### src/rtl/load_data_unit.sv
// Load data unit: word-aligned data-memory read with req/ack handshake, then byte/half/word
// extraction with sign/zero extension. Optional `LOAD_MISALIGNED_EN enables split reads.
module load_data_unit #(
  parameter int TIMEOUT = 255
) (
  input  logic        clock,
  input  logic        reset_n,
  input  logic        req_valid,
  output logic        req_ready,
  input  logic [31:0] req_addr,
  input  logic [2:0]  req_funct3,
  output logic        mem_rd_en,
  output logic [31:0] mem_addr,
  input  logic        mem_ack,
  input  logic [31:0] mem_rdata,
  output logic        resp_valid,
  output logic [31:0] resp_data,
  output logic        resp_fault,
  output logic [1:0]  dbg_state
);

  // Handshakes: a request transfers on a rising edge with req_valid && req_ready; a memory
  // read completes on a rising edge with mem_rd_en && mem_ack; resp_valid is a one-cycle
  // pulse with no backpressure.

`ifdef LOAD_MISALIGNED_EN
  localparam bit MisEn = 1'b1;
`else
  localparam bit MisEn = 1'b0;
`endif

  localparam int CW = (TIMEOUT > 1) ? $clog2(TIMEOUT) : 1;
  localparam logic [CW-1:0] TMAX = CW'((TIMEOUT > 0) ? TIMEOUT - 1 : 0);

  localparam logic [2:0] F3_LB  = 3'b000;
  localparam logic [2:0] F3_LH  = 3'b001;
  localparam logic [2:0] F3_LW  = 3'b010;
  localparam logic [2:0] F3_LBU = 3'b100;
  localparam logic [2:0] F3_LHU = 3'b101;

  typedef enum logic [1:0] {
    IDLE  = 2'd0,
    READ0 = 2'd1,
    READ1 = 2'd2,
    RESP  = 2'd3
  } state_t;

  state_t        state;
  logic [1:0]    off_q;
  logic [2:0]    f3_q;
  logic          split_q;
  logic [31:0]   word0_q;
  logic [CW-1:0] cnt;

  logic          legal_req;
  logic          misaligned_req;
  logic          crosses_req;
  logic          timeout_hit;
  logic [63:0]   dword;
  logic [31:0]   ext_data;

  function automatic logic is_legal(input logic [2:0] f3);
    is_legal = (f3 == F3_LB) || (f3 == F3_LH) || (f3 == F3_LW) ||
               (f3 == F3_LBU) || (f3 == F3_LHU);
  endfunction

  function automatic logic is_misaligned(input logic [2:0] f3, input logic [1:0] off);
    if (f3 == F3_LH || f3 == F3_LHU) is_misaligned = off[0];
    else if (f3 == F3_LW)            is_misaligned = (off != 2'b00);
    else                             is_misaligned = 1'b0;
  endfunction

  // True when the access spills past the end of the first word.
  function automatic logic crosses_word(input logic [2:0] f3, input logic [1:0] off);
    if (f3 == F3_LH || f3 == F3_LHU) crosses_word = (off == 2'b11);
    else if (f3 == F3_LW)            crosses_word = (off != 2'b00);
    else                             crosses_word = 1'b0;
  endfunction

  function automatic logic [31:0] extract(input logic [63:0] dw, input logic [1:0] off,
                                          input logic [2:0] f3);
    logic [31:0] sh;
    sh = 32'(dw >> {off, 3'b000});
    case (f3)
      F3_LB:   extract = {{24{sh[7]}}, sh[7:0]};
      F3_LH:   extract = {{16{sh[15]}}, sh[15:0]};
      F3_LBU:  extract = {24'h0, sh[7:0]};
      F3_LHU:  extract = {16'h0, sh[15:0]};
      default: extract = sh;
    endcase
  endfunction

  always_comb begin
    legal_req      = is_legal(req_funct3);
    misaligned_req = !MisEn && is_misaligned(req_funct3, req_addr[1:0]);
    crosses_req    = MisEn && crosses_word(req_funct3, req_addr[1:0]);
    timeout_hit    = (TIMEOUT != 0) && (cnt == TMAX);
    dword          = (state == READ1) ? {mem_rdata, word0_q} : {32'h0, mem_rdata};
    ext_data       = extract(dword, off_q, f3_q);
  end

  assign dbg_state = state;

  always_ff @(posedge clock or negedge reset_n) begin
    if (!reset_n) begin
      state      <= IDLE;
      off_q      <= 2'b00;
      f3_q       <= 3'b000;
      split_q    <= 1'b0;
      word0_q    <= 32'h0;
      cnt        <= '0;
      req_ready  <= 1'b1;
      mem_rd_en  <= 1'b0;
      mem_addr   <= 32'h0;
      resp_valid <= 1'b0;
      resp_data  <= 32'h0;
      resp_fault <= 1'b0;
    end else begin
      resp_valid <= 1'b0;
      case (state)
        IDLE: begin
          if (req_valid) begin
            off_q     <= req_addr[1:0];
            f3_q      <= req_funct3;
            split_q   <= crosses_req;
            req_ready <= 1'b0;
            if (!legal_req || misaligned_req) begin
              state      <= RESP;
              resp_valid <= 1'b1;
              resp_fault <= 1'b1;
              resp_data  <= 32'h0;
            end else begin
              state     <= READ0;
              mem_rd_en <= 1'b1;
              mem_addr  <= {req_addr[31:2], 2'b00};
              cnt       <= '0;
            end
          end
        end
        READ0, READ1: begin
          if (mem_ack) begin
            if (state == READ0 && split_q) begin
              word0_q  <= mem_rdata;
              mem_addr <= mem_addr + 32'd4;
              cnt      <= '0;
              state    <= READ1;
            end else begin
              mem_rd_en  <= 1'b0;
              state      <= RESP;
              resp_valid <= 1'b1;
              resp_fault <= 1'b0;
              resp_data  <= ext_data;
            end
          end else if (timeout_hit) begin
            // A timeout in either read abandons the whole load.
            mem_rd_en  <= 1'b0;
            state      <= RESP;
            resp_valid <= 1'b1;
            resp_fault <= 1'b1;
            resp_data  <= 32'h0;
          end else begin
            cnt <= cnt + 1'b1;
          end
        end
        RESP: begin
          state     <= IDLE;
          req_ready <= 1'b1;
        end
        default: begin
          state     <= IDLE;
          req_ready <= 1'b1;
          mem_rd_en <= 1'b0;
        end
      endcase
    end
  end

endmodule
### config.mk
export PLATFORM = sky130hd
export DESIGN_NAME = load_data_unit
export DESIGN_NICKNAME = d
export VERILOG_FILES = /design/src/rtl/load_data_unit.sv
export SDC_FILE = /design/constraint.sdc
export NUM_CORES = 1
export LEC_CHECK = 0
export BUFFER_PORTS_ARGS = -buffer_cell sky130_fd_sc_hd__clkbuf_2
export CORE_MARGIN = 3
export CORE_UTILIZATION = 45
export CTS_CLUSTER_DIAMETER = 50
export DETAILED_ROUTE_END_ITERATION = 12
export MAX_ROUTING_LAYER = met4
export PLACE_DENSITY = 0.79
export REMOVE_ABC_BUFFERS = 1
export SETUP_SLACK_MARGIN = 0.5
export SYNTH_ARGS = -nofsm -noshare
export SYNTH_HDL_FRONTEND = slang
export SYNTH_SLANG_ARGS = --single-unit
### constraint.sdc
create_clock -name clock -period 2.45 [get_ports clock]
set_clock_uncertainty 0.1 [all_clocks]
set_input_delay 0.49 -clock clock [delete_from_list [all_inputs] [get_ports clock]]
set_output_delay 0.49 -clock clock [all_outputs]
set_load 0.05 [all_outputs]
### Word level (Yosys, flattened, before mapping)

Index checks and enable logic that the tools add are counted.

| operators by class | value |
|---|---|
| $add $sub $neg | 1 |
| $mul | 0 |
| div/mod/pow operators | 0 |
| $lt $le $gt $ge | 0 |
| equality and inequality tests | 18 |
| shifts and indexed selects | 1 |
| multiplexer cells | 39 |
| bitwise operators | 1 |
| reduce and logical (&&, ||, !) cells | 21 |

Operators by type and width:

| operator | count |
|---|---|
| two-way mux 32 bit | 7 |
| case mux 32 bit (4 select lines) | 1 |
| two-way mux 64 bit | 1 |
| case mux 32 bit (2 select lines) | 1 |
| right shift 64 x 5 -> 32 bit | 1 |
| two-way mux 8 bit | 4 |
| case mux 8 bit (2 select lines) | 1 |
| two-way mux 1 bit | 15 |
| == test 3 bit (second input constant) | 4 |
| != test 2 bit (second input constant) | 5 |
| AND reduction 5 bit | 2 |
| adder 8 x 1 -> 8 bit (second input constant) | 1 |
| == test 8 bit (second input constant) | 1 |
| two-way mux 2 bit | 4 |
| case mux 1 bit (2 select lines) | 4 |
| AND reduction 4 bit | 2 |
| == test 3 x 1 -> 1 bit (second input constant) | 2 |
| zero test 3 bit | 2 |
| logical OR 1 bit | 6 |
| != test 3 bit (second input constant) | 2 |
| case mux 2 bit (3 select lines) | 1 |
| AND reduction 2 bit | 3 |
| nonzero test 2 bit | 3 |
| == test 2 bit (second input constant) | 2 |
| other kinds (6) | 6 |

| word-level totals | value |
|---|---|
| bits in registers | 83 |
| latch bits | 0 |
| bits in writable memories | 0 |
| bits in read-only memories | 0 |
| output and inout bits | 70 |
| logic and storage cells | 91 |
| memories | 0 |

### Depth between registers and ports, before layout

Gate-level depths: netlist (run 1).

| depth | value |
|---|---|
| depth after elaboration | 10 |
| depth in mapped cells | 9 |
| depth with buffers taken out | 7 |

### Least setup slack after synthesis (run 1)

No wires, ideal clock.

| timing path | value |
|---|---|
| path type | register to register |
| start | register state[0] (netlist: dbg_state[0]) |
| end | register cnt[2] |
| setup time | 66 ps |
| arrival time | 2520 ps |
| data required time | 2284 ps |
| slack | -236 ps |
| stages on the path, launching flop included | 9 |
| period minus slack after synthesis | 2686 ps |
| path through | dfrtp_1 > inv_1 > ha_1 > clkbuf_1 > a211o_1 > a211o_1 > buf_6 > or4_1 > nand2_1 |

| on the way | value |
|---|---|
| longest elaborated chain between the ends | 4 |

RTL lines:

| element | RTL line | RTL |
|---|---|---|
| start, declared | 48 | `state_t state;` |
| start signal, assigned | 106 | `state <= IDLE;` |
| start signal, assigned | 128 | `state <= RESP;` |
| start signal, assigned | 133 | `state <= READ0;` |
| == test 2 bit / == test 2 x 1 -> 1 bit (equally long branches) | 120, 142 |  |
| OR reduction 2 bit | 120 | `case (state)` |
| != test 3 bit (no source line), or another cell as far along | - |  |
| AND reduction 5 bit (no source line) | - |  |
| end signal, assigned | 162 | `cnt <= cnt + 1'b1;` |
| end, declared | 53 | `logic [CW-1:0] cnt;` |

Several ways; a longest one is shown, not always the timed one.
A chain may end at the register's enable or synchronous reset.

### Worst setup path after layout (run 1)

| timing path | value |
|---|---|
| start | register cnt[1] |
| end | register cnt[2] |

| on the way | value |
|---|---|
| longest elaborated chain between the ends | 4 |

RTL lines:

| element | RTL line | RTL |
|---|---|---|
| adder 8 x 1 -> 8 bit | 162 |  |
| two-way mux 8 bit | 154 | `end else if (timeout_hit) begin` |
| two-way mux 8 bit | 141 | `if (mem_ack) begin` |
| case mux 8 bit (2 select lines) | 120 |  |

Several ways; a longest one is shown, not always the timed one. The select of a mux whose other input is x is not followed.

==> summary.md, run 1 <==
| Metric | Value |
|---|---|
| WL per Instance | 18.5 um |
| Clk sinks | 81 |
| # port buffers | 138 |
| Hold path endpoint | mem_addr[25] |
| Post-DRT Antenna Nets | 0 |
| Routed WL | 13,200 um |
| Grt ovf | 0 |
| Period utilization | 85.5% |
| Predominant post-synthesis flop cell | dfrtp_1 |
| Critical path peak fanout | 7 |
| Synthesized area | 0.00418 mm^2 |
| Unrepaired setup endpoints after global routing | yes |
| Largest area contributor in the netlist | dfrtp_1 |
| Post-Syn Instances | 432 |
| Core Footprint | 0.00889 mm^2 |
| Reg power frac | 25.3% |
| CP Data Required Time | 2.65 ns |
| Post-Layout Cell Count | 712 |
| Via density | 5.84 |
| CTS Buf Count | 9 |
| HP Class | primary input to flop |
| Comb power frac | 64.4% |
| Post-layout net count | 678 |
| Slew Limit Fails | 0 |
| Status | finished clean |
| Layout area overhead | 40.9% |
| Final routed DRC violation total | 0 |
| Largest family of logic cells by synthesized area | compound AO/OA/AOI/OAI gates |
| Total Routing Usage GR | 24.6% |
| Iteration-0 DRC Markers | 223 |
| Finished Cell Area | 0.00589 mm^2 |
| Clock transition at path regs | 0.08 ns |
| Slowest stage cell on the critical path | dfrtp_1 |
| Final hold vios | 0 |
| Hold Crit Start | req_addr[25] |
| Worst path bufs/invs | 0 |
| Tmin final | 2.09 ns |
| Netlist cell types | 56 |
| Die extent in y | 102 um |
| Max VDD drop | 785 uV |
| Switching share of total power | 51.6% |
| P_int | 4490 uW |
| Setup crit end kind | flop |
| Worst r2r src | cnt[1] |
| Seq/Total Area, Yosys | 48.5% |
| Die width | 102 um |
| Worst EP arrival | 2.29 ns |
| Top Ports | 141 |
| WHS Path Cells | 3 |
| Max incr delay on CP | 0.46 ns |
| Ratio of cells with drive above 1 in the final layout | 44.5% |
| Total of warnings raised by yosys | 0 |
| Area contributors post-synth | dfrtp_1 48%, nand2_1 9.2%, mux2i_1 4.3% |
| Worst R2R Setup Slack | 0.36 ns |
| Placed cell count | 665 |
| Power Dens Cells | 1580 mW/mm^2 |
| Initial antenna violation count | 0 |
| Leakage power | 0.00293 uW |
| Antenna cells | 0 |
| Worst path top cell family by delay | simple AND/OR/NAND/NOR gates |
| Xor/xnor cell area share of the yosys netlist | 0.209% |
| Top-area cell type share of the netlist area | 47.9% |
| Startpoint types | flop |
| Proportion of synthesized area in mux cells | 6.01% |
| Sw Pwr | 4800 uW |
| Avg Cell Area, Syn | 9.68 um^2 |
| Measured slew at the worst slew-check pin | 0.561 ns |
| Clock Path Buffers | 2 |
| Largest net degree at the start of global routing | 36 |
| First drt pass iteration count | 5 |
| Initial Util | 47.0% |
| RD Place Congestion | 0.915 |
| Final setup viols | 0 |
| Placed wire-length estimate | 8270 um |
| Die area | 0.0105 mm^2 |
| Kind of critical path | flop to flop |
| Crit-path cells | ha_1 -> and2_1 -> and4_1 -> a211o_4 -> or4_1 -> nand2_1 |
| Seq cells post-synth | 81 |
| FFs w/ async S/R, synth | 100% |
| Post-synthesis compound-gate area fraction | 20.2% |
| Vias in the first global route | 4,007 |
| Num rows | 34 |
| Post-synthesis adder-cell area fraction | 2.39% |
| Max frequency | 478 MHz |
| Worst R2R End | cnt[2] |
| CP Depth | 6 |
| Clock Tree Root | clkbuf_8 |
| R2R depth | 6 |
| H-tree Lvls | 3 |
| Clk pwr share | 10.3% |
| Clock latency on the worst-skew pair | 0.35 ns |
| Total number of vias | 4,158 |
| Rel. slew slack | 62.5% |
| CTS tree | yes |
| Max-cap violations | 0 |
| First-pass GRT wire length | 19,500 um |
| Dpl cell area | 0.00503 mm^2 |
| Post-Synth Simple-Gate Area | 18.0% |
| EDFF count, synth | 0 |
[power groups by stage]
| stage | clock network (uW) | logic, uW | registers [uW] |
|---|---|---|---|
| after floorplan | 0 | 1920 | 3850 |
| after global placement | 0 | 4830 | 2270 |
| after detailed placement | 0 | 4950 | 2280 |
| after CTS | 984 | 5480 | 2290 |
| after global routing | 1050 | 6360 | 2410 |
| final | 958 | 5980 | 2350 |
[layer usage]
| metal | wire [um] | up-vias | global-route usage [%] | part of all wire (%) |
|---|---|---|---|---|
| met5 | 0 | - | - | 0 |
| met4 | 290 | 0 | 11.0 | 2.2 |
| met3 | 977 | 29 | 4.30 | 7.4 |
| met2 | 6650 | 225 | 39.3 | 50 |
| met1 | 5290 | 2001 | 30.6 | 40 |
| li1 | - | 1903 | - | - |
[sequential cells by signal (all words and copies together), names as in the netlist]
| register | count |
|---|---|
| dbg_state | 2 |
| resp_data | 32 |
| req_ready | 1 |
| cnt | 8 |
| mem_addr | 30 |
| f3_q | 3 |
| off_q | 2 |
| resp_fault | 1 |
| resp_valid | 1 |
| mem_rd_en | 1 |
[area by class of cell]
type / count / area, um^2
Inverter: 10 / 43.8
Tap cell: 108 / 135
Timing Repair inverter: 1 / 7.51
Clock inverter: 5 / 56.3
Timing Repair Buffer: 186 / 1200
Multi-Input combinational cell: 310 / 2290
Sequential cell: 81 / 2030
Clock buffer: 11 / 131
Fill cell: 666 / 3000
[metrics by stage]
| stage | hold WS (ns) | TNS, ns | utilization, % | worst slack [ns] | total power (uW) |
|---|---|---|---|---|---|
| CTS | 0.210 | 0 | 61.5 | 0.379 | 8750 |
| global route | 0.214 | 0 | 66.3 | 0.270 | 9820 |
| detailed placement | 0.364 | 0 | 56.6 | 0.122 | 7240 |
| global placement | 0.359 | 0 | 56.6 | 0.179 | 7100 |
| finish | 0.228 | 0 | 66.3 | 0.356 | 9290 |
| floorplan | 0.0944 | -15.30 | - | -0.451 | 5770 |
[synthesized netlist by cell type, drive strengths merged (4+ instances only)]
cell type and number:
nand2 103, dfrtp 80, a21oi 23, clkbuf 18
mux2i 18, a22o 16, o2bb2ai 16, nor2 15
buf 14, a31oi 10, inv 10, o221ai 10
and3 9, o211ai 9, ha 8, o21ai 7
o22ai 7, a32o 6, mux2 6, nand3 6
or3 4
[worst reg2reg max path: cells and delay by family (launching register included)]
kind                     cells  cell delay (ns)
flip-flops                   1             0.46
AND/OR/NAND/NOR              4             0.90
adder cells (fa/ha/maj)      1             0.22
AO/OA/AOI/OAI                1             0.36
[worst max path at each step]
stage,to,start,slack [ns]
3_3_place_gp,cnt[7],dbg_state[0],0.18
6_report,cnt[2],cnt[1],0.36
4_1_cts,resp_data[27],dbg_state[1],0.38
2_1_floorplan,cnt[7],dbg_state[0],-0.45
5_1_grt,resp_data[29],dbg_state[1],0.27
3_5_place_dp,cnt[7],dbg_state[0],0.12
[cells by family (layout without fill, tap and decap cells)]
logic type,count (synthesis),after routing
AND/OR/NAND/NOR,161,161
AO/OA/AOI/OAI,114,114
flip-flops,81,81
buffers and inverters,42,213
multiplexers,24,24
adder cells (fa/ha/maj),8,8
other,1,2
XOR/XNOR,1,1
[cells in the final DEF (no fill, tap or decap), types with 3 or more instances in the layout]
cell / count
a32o_1: 6
nor2_1: 11
a21oi_1: 19
nand3_1: 6
ha_4: 4
a21oi_2: 4
nand2_4: 7
and3_1: 9
a22o_1: 16
buf_12: 4
nand2_1: 81
o22ai_1: 7
o2bb2ai_1: 15
o211ai_1: 9
a31oi_1: 5
ha_1: 4
mux2_2: 5
o221ai_1: 10
a31oi_4: 3
clkbuf_8: 9
buf_6: 10
mux2i_1: 18
o21ai_2: 4
dfrtp_1: 78
inv_1: 7
clkbuf_16: 3
clkinvlp_4: 3
buf_4: 31
clkbuf_2: 137
nand2_2: 14
[what timing repair did]
item | in CTS | in global routing
hold buffers | 1 | 0
endpoints found under the hold margin | 5 | 0
resized for setup | 40 | 54
pin swaps | 23 | 29
setup buffers | 12 | 12
gates cloned | 2 | 4
setup endpoints to repair | 69 | 69
Power figures use the tool's default switching activity.
==> run 2: changes to the inputs <==
--- a/config.mk
+++ b/config.mk
@@ -5,13 +5,13 @@
 export SDC_FILE = /design/constraint.sdc
 export NUM_CORES = 1
 export LEC_CHECK = 0
-export BUFFER_PORTS_ARGS = -buffer_cell sky130_fd_sc_hd__clkbuf_2
 export CORE_MARGIN = 3
 export CORE_UTILIZATION = 45
 export CTS_CLUSTER_DIAMETER = 50
 export DETAILED_ROUTE_END_ITERATION = 12
+export DONT_BUFFER_PORTS = 1
 export MAX_ROUTING_LAYER = met4
-export PLACE_DENSITY = 0.79
+export PLACE_DENSITY = 0.66
 export REMOVE_ABC_BUFFERS = 1
 export SETUP_SLACK_MARGIN = 0.5
 export SYNTH_ARGS = -nofsm -noshare
==> run 2 against run 1 <==
  * The flow now finishes with violations (hold timing)
  * First-iteration DRC count fell by 35%
  * Fmax fell by 7.4%
  * Utilization fell by 6.7 points
  * Clock-buffer cell count fell by 2
  * Non-clock buffer count fell by 140
  * Total power fell by 3.5%
  * Combinational power fell by 30%
  * Sequential power rose by 65%
  * Largest cell class unchanged
  * Final cell count fell by 20%
  * Final area fell by 10%
  * Sequential share of layout area rose by 3.8 points
==> summary.md, run 2 (synthesis gave the netlist of run 1 again) <==
| Metric | Value |
|---|---|
| Initial Util | 47.0% (unchanged) |
| Final hold vios | 81 (+81) |
| Startpoint types | flop |
| Layout area overhead | 26.7% |
| Dpl cell area | 0.00432 mm^2 (-14%) |
| Setup_tns | 0 ns (unchanged) |
| Fillers | 727 (+9.2%) |
| Period utilization | 92.3% (+6.9 points) |
| Leakage power | 0.00236 uW (-20%) |
| Final setup viols | 0 (unchanged) |
| Critical path peak fanout | 16 (+9) |
| Placed wire-length estimate | 7260 um (-12%) |
| First drt pass iteration count | 4 (-1) |
| Max reg flops | 32 (unchanged) |
| Unrepaired setup endpoints after global routing | yes |
| First-pass GRT wire length | 16,700 um (-14%) |
| HP Class | primary input to asynchronous set/reset pin |
| Post-layout net count | 538 (-21%) |
| Kind of critical path | flop to flop |
| Setup crit end kind | flop |
| Power Dens Cells | 1690 mW/mm^2 (+7.4%) |
| CP Data Required Time | 2.59 ns (-0.06 ns) |
| Final worst slack | 0.188 ns (-0.168 ns) |
| Num rows | 34 (unchanged) |
| WL per Instance | 20.8 um (+12%) |
| H-tree Lvls | 3 (unchanged) |
| Die area | 0.0105 mm^2 (unchanged) |
| M1 GR Usage | 26.3% (-4.3 points) |
| Via density | 6.21 (+6.3%) |
| Routed WL | 11,900 um (-9.9%) |
| Finished Cell Area | 0.00530 mm^2 (-10%) |
| Core Footprint | 0.00889 mm^2 (unchanged) |
| WHS | -0.274 ns (-0.502 ns) |
| Top Ports | 141 (unchanged) |
| Gr busiest metal | met2 |
| Most common cell after layout, fill and taps aside | dfrtp_1 |
| RD Place Congestion | 0.869 (-5.0%) |
| Tmin final | 2.26 ns (+0.168 ns) |
| # port buffers | 0 (-100%) |
| Ratio of cells with drive above 1 in the final layout | 33.6% (-11 points) |
| Reg area | 0.00203 mm^2 (-0.12%) |
| Clock Tree Root | clkbuf_8 |
| Total number of vias | 3,551 (-15%) |
| Met2 Track Usage GR | 32.4% (-6.9 points) |
| Clock latency on the worst-skew pair | 0.35 ns (about the same) |
| Max VDD drop | 751 uV (-4.4%) |
| Post-DRT Antenna Nets | 0 (unchanged) |
| Worst EP arrival | 2.40 ns (+0.11 ns) |
| Grt ovf | 0 (unchanged) |
| Iteration-0 DRC Markers | 145 (-35%) |
| Pre-CTS setup slack | 0.0626 ns (-0.0594 ns) |
| Final routed DRC violation total | 0 (unchanged) |
| Power Total | 8970 uW (-3.5%) |
| Rel. slew slack | 60.8% (-1.7 points) |
| Largest net degree at the start of global routing | 82 (+130%) |
| Measured slew at the worst slew-check pin | 0.587 ns (+0.0255 ns) |
| Clk sinks | 81 (unchanged) |
| Most frequent cells in the layout | 80 x dfrtp_1, 58 x nand2_1, 29 x nand2_2, 27 x buf_4, 20 x a21oi_1 |
| Max-cap violations | 0 (unchanged) |
| Status | complete, but fails checks |
| Initial antenna violation count | 0 (unchanged) |
| Vias in the first global route | 3,371 (-16%) |
| Slew Limit Fails | 0 (unchanged) |
| CTS tree | yes |
| Clock Path Buffers | 2 (unchanged) |
| Max frequency | 442 MHz (-7.4%) |
| Clock transition at path regs | 0.09 ns (about the same) |
| CTS Buf Count | 9 (unchanged) |
| Die extent in y | 102 um (unchanged) |
| Largest regs | resp_data x32, mem_addr x30, cnt x8 |
| Met3 Track Usage GR | 5.26% (+0.96 points) |
| Die width | 102 um (unchanged) |
| Multi-input gate area | 0.00242 mm^2 (+5.7%) |
| Antenna cells | 0 (unchanged) |
| Total Routing Usage GR | 20.9% (-3.7 points) |
| Largest register by flop count | resp_data |
| Failing checks | hold timing |
## run 2: cell count changes in the layout (fill, tap and decap cells not counted), moves of 3 or more
| cell | previous run | this run |
|---|---|---|
| o21ai_2 | 4 | 1 |
| nand2_4 | 7 | 16 |
| o2bb2ai_1 | 15 | 11 |
| buf_4 | 31 | 27 |
| nand2_2 | 14 | 29 |
| nand2_1 | 81 | 58 |
| clkbuf_2 | 137 | 0 |
| o2bb2ai_2 | 1 | 5 |
## run 2: worst paths after layout
path                                    from            end  slack, ns  cells after the start
worst max-delay path            dbg_state[0]  resp_data[30]       0.19                     10
worst min-delay path                 reset_n  resp_data[22]      -0.27                      0
worst max register to register  dbg_state[0]  resp_data[30]       0.19                     10
worst min register to register       f3_q[0]        f3_q[0]       0.46                      1
max in group asynchronous            reset_n      req_ready       2.29                      0
min in group clock               req_addr[4]    mem_addr[4]       0.15                      2
## run 2: routing by layer
metal	wire length, um	share of wire, %
met1	4650	39
met2	5870	49
met3	1210	10
met4	166	1.4
met5	0	0
## run 2: through the flow
step / hold WS, ns / std cells / utilization, %
3_3_place_gp: 0.0967 / 527 / 48.6
3_5_place_dp: 0.0967 / 527 / 48.6
5_1_grt: -0.296 / 572 / 59.6
4_1_cts: -0.289 / 555 / 52.7
6_report: -0.274 / 572 / 59.6
2_1_floorplan: 0.0944 / 401 / -
## run 2: timing repair
| action | 4_1_cts | 5_1_grt |
|---|---|---|
| hold endpoints to repair | 81 | 81 |
| setup buffers | 11 | 12 |
| gates resized for setup | 23 | 104 |
| gates cloned | 1 | 5 |
| pin swaps | 8 | 55 |
| setup endpoints to repair | 68 | 72 |
## run 2: worst max-delay path, stage by stage, from the launching register on
cell and delay [ns]:
dfrtp_1 0.42, inv_4 0.12, ha_4 0.14, buf_4 0.12, nor2_2 0.05, buf_6 0.13
a211o_1 0.30, a221oi_2 0.34, nor2_4 0.08, buf_12 0.15, a22o_1 0.20
## run 2: power by group
part	leakage (uW)	total (uW)	internal [uW]	switching, uW
Sequential	0.00104	3870	1860	2010
Clock	0.0000822	898	375	523
Combinational	0.00123	4200	1990	2210
Total	0.00236	8970	4230	4740
## run 2: layout make-up
class / instances / area share (%)
Tap cell: 108 / 2.55
Clock inverter: 7 / 1.02
Inverter: 10 / 0.827
Clock buffer: 9 / 2.34
Sequential cell: 81 / 38.3
Timing Repair Buffer: 46 / 9.28
Multi-Input combinational cell: 311 / 45.7
==> run 3: changes to the inputs <==
--- a/config.mk
+++ b/config.mk
@@ -5,6 +5,7 @@
 export SDC_FILE = /design/constraint.sdc
 export NUM_CORES = 1
 export LEC_CHECK = 0
+export CORE_ASPECT_RATIO = 0.75
 export CORE_MARGIN = 3
 export CORE_UTILIZATION = 45
 export CTS_CLUSTER_DIAMETER = 50
==> run 3 against run 2 <==
  * The flow still finishes with violations (hold timing)
  * Worst hold slack better by 0.019 ns
  * Non-clock buffer count decreased by 6
  * Total power fell by 2.7%
  * Via count increased by 0.28%
  * Clock-buffer cell count rose by 1
  * Sequential share of layout area rose by 2.1 points
  * Die area rose by 0.12%
  * Clock power increased by 34%
  * Final area shrank 5.1%
  * Critical path depth shrank 2
  * Critical endpoint is now cnt[3]
  * Largest power group is now registers
==> summary.md, run 3 (synthesis gave the netlist of run 1 again) <==
| Metric | Value |
|---|---|
| Pre-CTS setup slack | 0.106 ns (+0.0431 ns) |
| Startpoint types | flop |
| Antenna cells | 0 (unchanged) |
| Post-layout net count | 531 (-1.3%) |
| Top cell by count, worst path | buf_6 |
| Clock transition at path regs | 0.06 ns (-0.03 ns) |
| Setup crit end kind | flop |
| # port buffers | 0 (unchanged) |
| CTS tree | yes |
| Clock Tree Root | clkbuf_16 |
| Core Footprint | 0.00874 mm^2 (-1.6%) |
| First-pass GRT wire length | 18,000 um (+7.8%) |
| Iteration-0 DRC Markers | 269 (+86%) |
| Max VDD drop | 718 uV (-4.4%) |
| Via density | 6.14 (-1.1%) |
| CP Data Required Time | 2.57 ns (-0.02 ns) |
| Worst path top cell family by delay | compound AO/OA/AOI/OAI gates |
| HP Class | primary input to asynchronous set/reset pin |
| Most frequent cells in the layout | 102 x nand2_1, 79 x dfrtp_1, 29 x buf_4, 18 x mux2i_1 |
| Largest net degree at the start of global routing | 82 (unchanged) |
| Post-DRT Antenna Nets | 0 (unchanged) |
| Largest register by flop count | resp_data |
| Max-cap violations | 0 (unchanged) |
| Dpl cell area | 0.00436 mm^2 (+0.81%) |
| Routed WL | 11,400 um (-3.9%) |
| Vias in the first global route | 3,424 (+1.6%) |
| Worst path bufs/invs | 3 (-1) |
| Max reg flops | 32 (unchanged) |
| Crit-path cells | inv_2 -> ha_4 -> or2b_2 -> a211o_4 -> buf_6 -> buf_6 -> o21ai_2 -> a21oi_2 |
| Kind of critical path | flop to flop |
| CTS Buf Count | 9 (unchanged) |
| Clock Path Buffers | 2 (unchanged) |
| Leakage power | 0.00228 uW (-3.3%) |
| Tmin final | 2.13 ns (-0.130 ns) |
| Total number of vias | 3,561 (+0.28%) |
| Die area | 0.0105 mm^2 (+0.12%) |
| Num rows | 29 (-15%) |
| H-tree Lvls | 3 (unchanged) |
| Critical path origin | dbg_state[1] |
| Final routed DRC violation total | 0 (unchanged) |
| Total Routing Usage GR | 22.3% (+1.5 points) |
| Placed cell count | 545 (+3.4%) |
| Final worst slack | 0.319 ns (+0.130 ns) |
| Ratio of cells with drive above 1 in the final layout | 23.5% (-10 points) |
| Post-Layout Cell Count | 580 (+1.4%) |
| Failing checks | hold timing |
| Rel. slew slack | 64.8% (+4.0 points) |
| Initial antenna violation count | 0 (unchanged) |
| Unrepaired setup endpoints after global routing | yes |
| Placed wire-length estimate | 7460 um (+2.7%) |
| Clk sinks | 81 (unchanged) |
| Status | complete, but fails checks |
| Finished Cell Area | 0.00502 mm^2 (-5.1%) |
| Power Dens Cells | 1740 mW/mm^2 (+2.6%) |
| Critical path peak fanout | 6 (-10) |
| Die extent in y | 89.5 um (-13%) |
| Max incr delay on CP | 0.38 ns (-0.04 ns) |
| WL per Instance | 19.7 um (-5.2%) |
| Max frequency | 469 MHz (+6.1%) |
| Die width | 117 um (+15%) |
| Period utilization | 87.0% (-5.3 points) |
| Final setup viols | 0 (unchanged) |
| Slowest stage cell on the critical path | a211o_4 |
| Initial Util | 47.8% (+0.79 points) |
| RD Place Congestion | 0.849 (-2.4%) |
| Clock latency on the worst-skew pair | 0.34 ns (about the same) |
| Worst r2r src | dbg_state[1] |
| Worst EP arrival | 2.25 ns (-0.15 ns) |
| Measured slew at the worst slew-check pin | 0.529 ns (-0.0582 ns) |
| Layout area overhead | 20.1% |
| WHS | -0.255 ns (+0.0190 ns) |
| Largest regs | resp_data x32, mem_addr x30, cnt x8 |
| Grt ovf | 0 (unchanged) |
| Most common cell after layout, fill and taps aside | nand2_1 |
| Top Ports | 141 (unchanged) |
| First drt pass iteration count | 5 (+1) |
| Slew Limit Fails | 0 (unchanged) |
| Final hold vios | 81 (unchanged) |
==> run 3: cell types whose count changed in the layout (fill, tap and decap cells not counted), moves of 3 or more <==
cell	change
clkbuf_8	-9
clkbuf_16	+6
nand2_2	-28
nand2_4	-16
nand2_1	+44
o2bb2ai_2	-5
a21oi_2	+10
buf_6	-3
o2bb2ai_1	+5
a21oi_1	-10
==> run 3: final cells by class <==
class,instances,area [um^2]
clock buffers,10,229
flip-flops and latches,81,2030
multi-input cells,310,2180
clock inverters,5,33.8
well taps,124,155
repair buffers,40,358
fillers,748,3720
inverters,10,41.3
==> run 3: power by group <==
group	total, uW	internal [uW]	leakage (uW)	switching [uW]
clock network	1200	678	0.000124	525
registers	3800	1870	0.00104	1930
logic	3730	1670	0.00112	2060
total	8730	4220	0.00228	4510
==> run 3: timing repair <==
item	4_1_cts	5_1_grt
setup buffers	18	2
setup endpoints to repair	66	72
pin swaps	21	9
cloned	0	0
resized for setup	35	28
hold endpoints to repair	81	81
==> run 3: layer usage <==
| metal | vias to the layer above | global-route usage (%) | wire length, um |
|---|---|---|---|
| met1 | 1726 | 29.0 | 4590 |
| met5 | - | - | 0 |
| met2 | 210 | 33.1 | 5460 |
| li1 | 1604 | - | - |
| met3 | 21 | 6.77 | 1160 |
| met4 | 0 | 8.95 | 219 |
==> run 3: stage by stage <==
step                      TNS [ns]  util, %  total power, uW
after global routing             0     57.5             9230
after global placement           0     49.8             6700
after detailed placement         0     49.8             6780
after CTS                        0     56.0             8500
final                            0     57.5             8730
after floorplan             -15.30        -             5770
==> run 3: worst register-to-register path, stage by stage (launching register included) <==
cell     delay, ns
dfrtp_1       0.37
inv_2         0.07
ha_4          0.29
or2b_2        0.35
a211o_4       0.39
buf_6         0.14
buf_6         0.12
o21ai_2       0.14
a21oi_2       0.06
==> run 3: path summary, 6_finish.rpt <==
kind	to	slack, ns	depth (start not counted)
min in group clock	mem_addr[28]	0.16	2
min	resp_data[5]	-0.26	0
max	cnt[3]	0.32	8
max in group asynchronous	req_ready	2.28	0
max reg2reg	cnt[3]	0.32	8
min reg2reg	f3_q[0]	0.46	1
